$ cat src/rtl/jk_pkg.sv
// Shared types and the JK cell transfer function for the modulo counter.
package jk_pkg;

  // Per-cell command, encoded as {j, k}.
  typedef enum logic [1:0] {
    JK_HOLD = 2'b00,
    JK_RST  = 2'b01,
    JK_SET  = 2'b10,
    JK_TGL  = 2'b11
  } jk_cmd_t;

  // Counter-level operation selected each cycle, already priority-resolved.
  typedef enum logic [2:0] {
    OP_HOLD = 3'd0,
    OP_CLR  = 3'd1,
    OP_LOAD = 3'd2,
    OP_INC  = 3'd3,
    OP_DEC  = 3'd4
  } jk_op_t;

  // Next state of one JK cell; 11 always toggles, there is no undefined case.
  function automatic logic jk_next(input logic q, input logic j, input logic k);
    logic r;
    case (jk_cmd_t'({j, k}))
      JK_HOLD: r = q;
      JK_RST:  r = 1'b0;
      JK_SET:  r = 1'b1;
      default: r = ~q;
    endcase
    return r;
  endfunction

endpackage

$ cat src/rtl/jk_cell_ar.sv
// Single JK storage cell with asynchronous active-low reset to 0.
module jk_cell_ar
  import jk_pkg::*;
(
  input  logic clk,
  input  logic rst_n,
  input  logic j,
  input  logic k,
  output logic q
);

  logic q_q;

  // Cell state: cleared by reset, otherwise follows the JK transfer function.
  always_ff @(posedge clk or negedge rst_n) begin
    if (!rst_n) begin
      q_q <= 1'b0;
    end else begin
      q_q <= jk_next(q_q, j, k);
    end
  end

  assign q = q_q;

endmodule

$ cat src/rtl/jk_mod_counter.sv
// Modulo-N up/down counter built from a row of JK cells. The excitation
// stage turns clr/load/count commands into per-bit J/K, which are exported
// so cell-level behaviour can be observed.
module jk_mod_counter
  import jk_pkg::*;
#(
  parameter int WIDTH   = 4,
  parameter int MODULUS = 10
) (
  input  logic             clk,
  input  logic             rst_n,
  input  logic             clr,
  input  logic             load,
  input  logic [WIDTH-1:0] d,
  input  logic             en,
  input  logic             up,
  output logic [WIDTH-1:0] q,
  output logic             tc,
  output logic             wrap,
  output logic [WIDTH-1:0] j_vec,
  output logic [WIDTH-1:0] k_vec
);

  if (WIDTH < 1 || WIDTH > 16) begin : g_bad_width
    $error("jk_mod_counter: WIDTH must be in 1..16");
  end
  if (MODULUS < 2 || MODULUS > (2 ** WIDTH)) begin : g_bad_modulus
    $error("jk_mod_counter: MODULUS must be in 2..2**WIDTH");
  end

  localparam logic [WIDTH-1:0] MAX_VAL = WIDTH'(MODULUS - 1);

  jk_op_t           op;
  logic [WIDTH-1:0] tgt_d;
  logic [WIDTH-1:0] j_d;
  logic [WIDTH-1:0] k_d;
  logic [WIDTH-1:0] cell_q;
  logic             wrap_q;

  // Resolve the command priority: clr, then load, then count, else hold.
  always_comb begin
    op = OP_HOLD;
    if (clr) begin
      op = OP_CLR;
    end else if (load) begin
      op = OP_LOAD;
    end else if (en) begin
      op = up ? OP_INC : OP_DEC;
    end
  end

  // Target count for this edge. Loads clamp rather than wrap; an
  // out-of-range count heading up returns to 0 via the >= compare.
  always_comb begin
    tgt_d = cell_q;
    case (op)
      OP_CLR:  tgt_d = '0;
      OP_LOAD: tgt_d = (d > MAX_VAL) ? MAX_VAL : d;
      OP_INC:  tgt_d = (cell_q >= MAX_VAL) ? '0 : cell_q + WIDTH'(1);
      OP_DEC:  tgt_d = (cell_q == '0) ? MAX_VAL : cell_q - WIDTH'(1);
      default: tgt_d = cell_q;
    endcase
  end

  // Excitation: clr resets every cell, load forces set/reset per bit, and
  // counting toggles only the bits that must change.
  always_comb begin
    j_d = '0;
    k_d = '0;
    case (op)
      OP_CLR: begin
        j_d = '0;
        k_d = '1;
      end
      OP_LOAD: begin
        j_d = tgt_d;
        k_d = ~tgt_d;
      end
      OP_INC, OP_DEC: begin
        j_d = tgt_d ^ cell_q;
        k_d = tgt_d ^ cell_q;
      end
      default: begin
        j_d = '0;
        k_d = '0;
      end
    endcase
  end

  for (genvar i = 0; i < WIDTH; i++) begin : g_cell
    jk_cell_ar u_cell (
      .clk  (clk),
      .rst_n(rst_n),
      .j    (j_d[i]),
      .k    (k_d[i]),
      .q    (cell_q[i])
    );
  end

  // Terminal count compares against MODULUS-1, never against WIDTH overflow.
  assign tc = ((op == OP_INC) && (cell_q == MAX_VAL)) ||
              ((op == OP_DEC) && (cell_q == '0));

  // Wrap flag: one-cycle echo of tc, held while tc stays asserted.
  always_ff @(posedge clk or negedge rst_n) begin
    if (!rst_n) begin
      wrap_q <= 1'b0;
    end else begin
      wrap_q <= tc;
    end
  end

  assign q     = cell_q;
  assign wrap  = wrap_q;
  assign j_vec = j_d;
  assign k_vec = k_d;

endmodule

$ cat config.mk
export PLATFORM = sky130hd
export DESIGN_NAME = jk_mod_counter
export DESIGN_NICKNAME = d
export VERILOG_FILES = /design/src/rtl/jk_pkg.sv /design/src/rtl/jk_cell_ar.sv /design/src/rtl/jk_mod_counter.sv
export SDC_FILE = /design/constraint.sdc
export NUM_CORES = 1
export LEC_CHECK = 0
export CORE_AREA = 2 2 46 48
export DETAILED_ROUTE_END_ITERATION = 8
export DIE_AREA = 0 0 48 50
export HOLD_SLACK_MARGIN = 0.03
export PLACE_DENSITY = 0.8
export SETUP_SLACK_MARGIN = 0.2
export SYNTH_ARGS = -nofsm -noshare
export SYNTH_HDL_FRONTEND = slang
export SYNTH_SLANG_ARGS = --single-unit
$ cat constraint.sdc
create_clock -name clk -period 6.9 [get_ports clk]
set_input_delay 1.38 -clock clk [delete_from_list [all_inputs] [get_ports clk]]
set_output_delay 1.38 -clock clk [all_outputs]
set_load 0.005 [all_outputs]
==> flow_summary.toml <==
[placed_design]
placed_area_um2 = 1070
gp_congestion = 0.868
post-place-ws_ns = 1.73
io_buffers = 23
place.detailed.hpwl_um = 1520

[sta]
fmax_mhz = 193
period_minus_slack_ns = 5.19
setup-tns-final_ns = 0
finalCritPeriodShare_pct = 75.2
drv_slew = 0
fin_skew_ns = 0.00244
finalHoldViolCount = 0
slew_headroom_pct = 67.0
tightest_slew_ns = 0.482
rsz0062_at_grt = "no"
timing.final.ws_setup_ns = 1.71
setup_viol = 0

[drt]
drc = 0
drtIter0Drc = 18
post_drt_via_cell_ratio = 5.66
wl_per_cell_um = 12.1
via_count = 871
finalWirelength_um = 1860
dr.pass1.iters = 4
drtAntennaViolNets = 0

[critical_path]
cp_data_required_time_ns = 5.52
crit_slowest_cell = "clkdlybuf4s50_1"
crit_path_end_kind = "output pin"
cp_cell_sequence = "clkdlybuf4s50_1, or3b_4, nor4_2, a41oi_1, xnor2_1, o22ai_1, clkdlybuf4s50_1"
crit_type = "in2out"
crit_path_max_incr_delay_ns = 0.59
worst_ep_arrival_time_ns = 3.81
startpoint_type = "primary input"
cp_max_fo = 11
path_common_cell = "clkdlybuf4s50_1"

[power]
power.density_nw_per_um2 = 214
finalPower_uw = 234
ir_worst_vdd_v = 0.000103
leakagePower_uw = 0.000436

[layout]
nets = 149
layout_common_cells = "clkdlybuf4s50_1, ha_1, inv_1, o21ai_0"
fin_util_pct = 57.5
drive_gt1_share_pct = 4.72
post-route-cell-area_um2 = 1090
mostFrequentLayoutCell = "clkdlybuf4s50_1"
syn2layout_area_growth_pct = 18.4
antennaDiodeCount = 0

[logic_synthesis]
synth_area_um2 = 923
yosysSeqAreaShare_pct = 13.6
ys_seq_elements = 5
synthArstFlopShare_pct = 100
ys.flop_type = "dfrtp_1"
synth.avg_cell_area_um2 = 7.89
syn-num-nets = 138
synth_edf_count = 0
yosysUniqueCellTypes = 45
yosysWarningCount = 0
synthCells = 117

[die]
initial_utilization_pct = 48.6
die_x_um = 48
row_count = 16
core_um2 = 1900
die_h_um = 50
boundaryPins = 24
dieArea_um2 = 2400

[status]
outcome = "completed"

[grt]
grt_pass1_vias = 769
grt_max_degree = 18
overflow = 0
antenna_found_initial = 0
grt_pass1_wl_um = 3120
grt_usage_pct = 17.8

[cts]
clkTransAtPathRegs_ns = 0.04
ctsResizeCount = 0
cts-root-buf = "clkbuf_4"
clock-sinks = 5
cts_buffers = 3
cts_setup_buffers = 0
htree_levels = 1
ctsHoldBuffers = 0
cts_buffer_depth = 2
clk_latency_ns = 0.24
cts_tree = "built"

[run]
max-cap-violations = 0

[min_path]
min_path_type = "reg2reg"
==> logic make-up (layout without fill, tap and decap cells) <==
| kind of cell | Yosys count | after routing | synth area share, % |
|---|---|---|---|
| AOI/OAI and AO/OA | 33 | 33 | 25.9 |
| and+or+nand+nor | 40 | 40 | 27.0 |
| xor gates and xnor gates | 1 | 1 | 0.949 |
| adders and majority gates | 11 | 11 | 14.9 |
| muxes | 1 | 1 | 1.08 |
| DFF | 5 | 5 | 13.6 |
| buffers and inverters | 26 | 36 | 16.7 |
==> metal layers <==
layer,up-vias,wire length [um],GRT usage (%)
met3,5,71,2.20
met2,29,895,27.6
met4,0,46,10.4
met5,-,0,0
li1,443,-,-
met1,394,848,22.5
==> stage by stage <==
stage,hold WS [ns],std cells
after floorplan,0.592,117
after global placement,0.722,150
after detailed placement,0.723,150
after CTS,0.735,154
after global routing,0.814,154
final,0.740,154
==> flip-flops by register name (all words and copies together) (netlist names) <==
register and cells:
wrap 1, g_cell.u_cell.q 4
==> power breakdown <==
group | internal (uW) | switching, uW
sequential | 37.4 | 24.0
clock | 21.8 | 11.8
combinational | 74.0 | 64.7
total | 133 | 101
==> worst max-delay path: cells and delay by family <==
kind	cells	cell delay, ns
AOI/OAI and AO/OA	2	0.31
and+or+nand+nor	2	0.77
xor gates and xnor gates	1	0.20
buffers and inverters	2	1.14
==> worst paths after layout <==
check,startpoint,endpoint,slack (ns),depth (start not counted)
worst max-delay path,clr,j_vec[1],1.71,7
max in group asynchronous,rst_n,wrap,5.36,1
worst min-delay path,g_cell[2].u_cell.q,wrap,0.74,1
worst max register to register,g_cell[1].u_cell.q,g_cell[2].u_cell.q,4.05,10
worst min register to register,g_cell[2].u_cell.q,wrap,0.74,1
min in group asynchronous,rst_n,g_cell[2].u_cell.q,1.36,1
==> synthesized netlist by cell type (2+ instances only) <==
master / instances / area share [%]
ha_1: 11 / 15
a221oi_1: 2 / 1.9
nor2b_1: 2 / 1.4
nor2_1: 3 / 1.2
a211oi_1: 4 / 3.3
inv_1: 9 / 3.7
buf_4: 12 / 9.8
o31a_1: 2 / 1.9
o21ai_0: 9 / 4.9
nand2_1: 5 / 2.0
a21oi_1: 2 / 1.1
nor3b_1: 5 / 4.1
nand2b_1: 6 / 4.1
and2_1: 2 / 1.4
nor3_1: 6 / 3.3
nand3_1: 2 / 1.1
dfrtp_1: 5 / 14
buf_2: 3 / 1.6
==> area by class of cell <==
cell class              instances  area, um^2
inverters                       9        33.8
fillers                       177         808
well taps                      27        33.8
multi-input cells              86         644
flip-flops and latches          5         125
clock buffers                   4        26.3
repair buffers                 23         230
Note: power is estimated with default switching activity, not from simulation.
==> RTL change, RTL diff (same settings) <==
Remove the case item `OP_DEC` of the case on `op`.
--- a/src/rtl/jk_mod_counter.sv
+++ b/src/rtl/jk_mod_counter.sv
@@ -57,7 +57,6 @@
       OP_CLR:  tgt_d = '0;
       OP_LOAD: tgt_d = (d > MAX_VAL) ? MAX_VAL : d;
       OP_INC:  tgt_d = (cell_q >= MAX_VAL) ? '0 : cell_q + WIDTH'(1);
-      OP_DEC:  tgt_d = (cell_q == '0) ? MAX_VAL : cell_q - WIDTH'(1);
       default: tgt_d = cell_q;
     endcase
   end
Check against the original RTL: not equivalent (Yosys sat finds a counterexample within 4 cycles, from zero or initial values and one cycle with rst_n low).
==> RTL change against the unedited design <==
Clock power up 1%. Wire length shrank 10%. Sequential cell count is the same. Worst setup slack improved by 0.24 ns. Design area down 4.9%. Synthesized area is 7.5% lower. Fmax increased by 4.9%. Total power fell by 29%. Critical path type unchanged.
==> RTL change: results (changes against the unedited design) <==
status=finished, final reports clean; DP HPWL=1340 um (-12%); worst hold path type=register to register; Worst Max-Slew Pin Slew=0.483 ns (+0.000843 ns); VDD IR max=138 uV (+34%); WL final=1670 um (-10%); Arrival @ worst endpoint=3.56 ns (-0.25 ns); root buf cell=clkbuf_4; remaining global-route overflow=0 (unchanged); first-pass GRT wire length=2510 um (-19%); DR vias=734 (-16%); Largest register FFs=4 (unchanged); GRT Overall Usage=14.1% (-3.7 points); clk_skew=0.00371 ns (+0.00128 ns); mux share of post-synthesis cell area=2.49% (+1.4 points); Leakage=0.423 nW (-2.9%); number of global-route vias before repair=655 (-15%); post-route cell area=0.00104 mm2 (-4.9%); Synth Area in XOR/XNOR=0% (-0.95 points); Starting Density=44.9% (-3.6 points); Worst path max stage delay=0.65 ns (+0.06 ns); top cells by area, synth=ha_1, dfrtp_1, buf_4; Mapped Nets=120 (-13%); post-synthesis compound-gate area fraction=18.6% (-7.3 points); GP Congestion=0.754 (-13%); DP Worst Slack=1.96 ns (+0.230 ns); clk slew on worst S/H paths=0.05 ns; share of layout cells above drive strength 1=11.7% (+7.0 points); Commonest cells post-synth=buf_4, ha_1, nor2_1, nand2_1, nor3b_1; IO buf count=23 (unchanged); placement-stage cell area=0.00101 mm2 (-5.0%); sequential area share after synthesis=14.6% (+1.1 points); First DRT Iteration DRCs=4 (-14); largest net degree at the start of global routing=16 (-2); critical-path maximum fanout=15 (+4); deepest clock path buffer count=2 (unchanged); synthesized-area fraction occupied by adder cells=17.6% (+2.7 points); Yosys cell types=39 (-13%); Final nets=134 (-10%); Slew Limit Fails=0 (unchanged)
## RTL change: where the power goes
part	total [mW]	switching, mW	internal [mW]	leakage (nW)
sequential	0.0454	0.0101	0.0352	0.0625
clock	0.0341	0.0122	0.0219	0.0150
combinational	0.0860	0.0386	0.0474	0.346
## RTL change: through the flow
stage,power [mW],instances
after floorplan,0.107,98
after global placement,0.128,134
after detailed placement,0.131,134
after CTS,0.168,138
after global routing,0.181,138
final,0.165,138
## RTL change: per-layer routing
layer  part of all wire, %  GRT usage, %  wire (um)  vias to the layer above
li1                      -             -          -                      375
met1                    43          16.3        725                      340
met2                    52          24.4        869                       19
met3                   4.4          4.76         74                        0
met4                     0          2.70          0                        0
met5                     0             0          0                        -
## RTL change: area by class of cell
class	count	area, um2
fill	177	862
inverter	3	11.3
tap	27	33.8
clock buffer	4	26.3
timing repair buffer	23	230
sequential	5	125
multi-input combinational	76	613
## RTL change: worst max-delay path: cells and delay by family
kind,cells,cell delay [ns]
AND/OR/NAND/NOR,4,1.08
buffers and inverters,2,1.10
## RTL change: final timing paths
path	startpoint	end	slack, ns	depth (start not counted)
setup / recovery	clr	k_vec[3]	1.96	6
hold / removal	g_cell[2].u_cell.q	wrap	0.59	1
setup reg to reg	g_cell[1].u_cell.q	g_cell[1].u_cell.q	4.07	9
hold reg to reg	g_cell[2].u_cell.q	wrap	0.59	1
max in group asynchronous	rst_n	g_cell[2].u_cell.q	5.35	1
min in group asynchronous	rst_n	g_cell[3].u_cell.q	1.36	1
## RTL change: logic make-up after synthesis
group,after synthesis
DFF,5
AOI/OAI and AO/OA,20
and+or+nand+nor,42
adders and majority gates,12
muxes,2
buffers and inverters,17
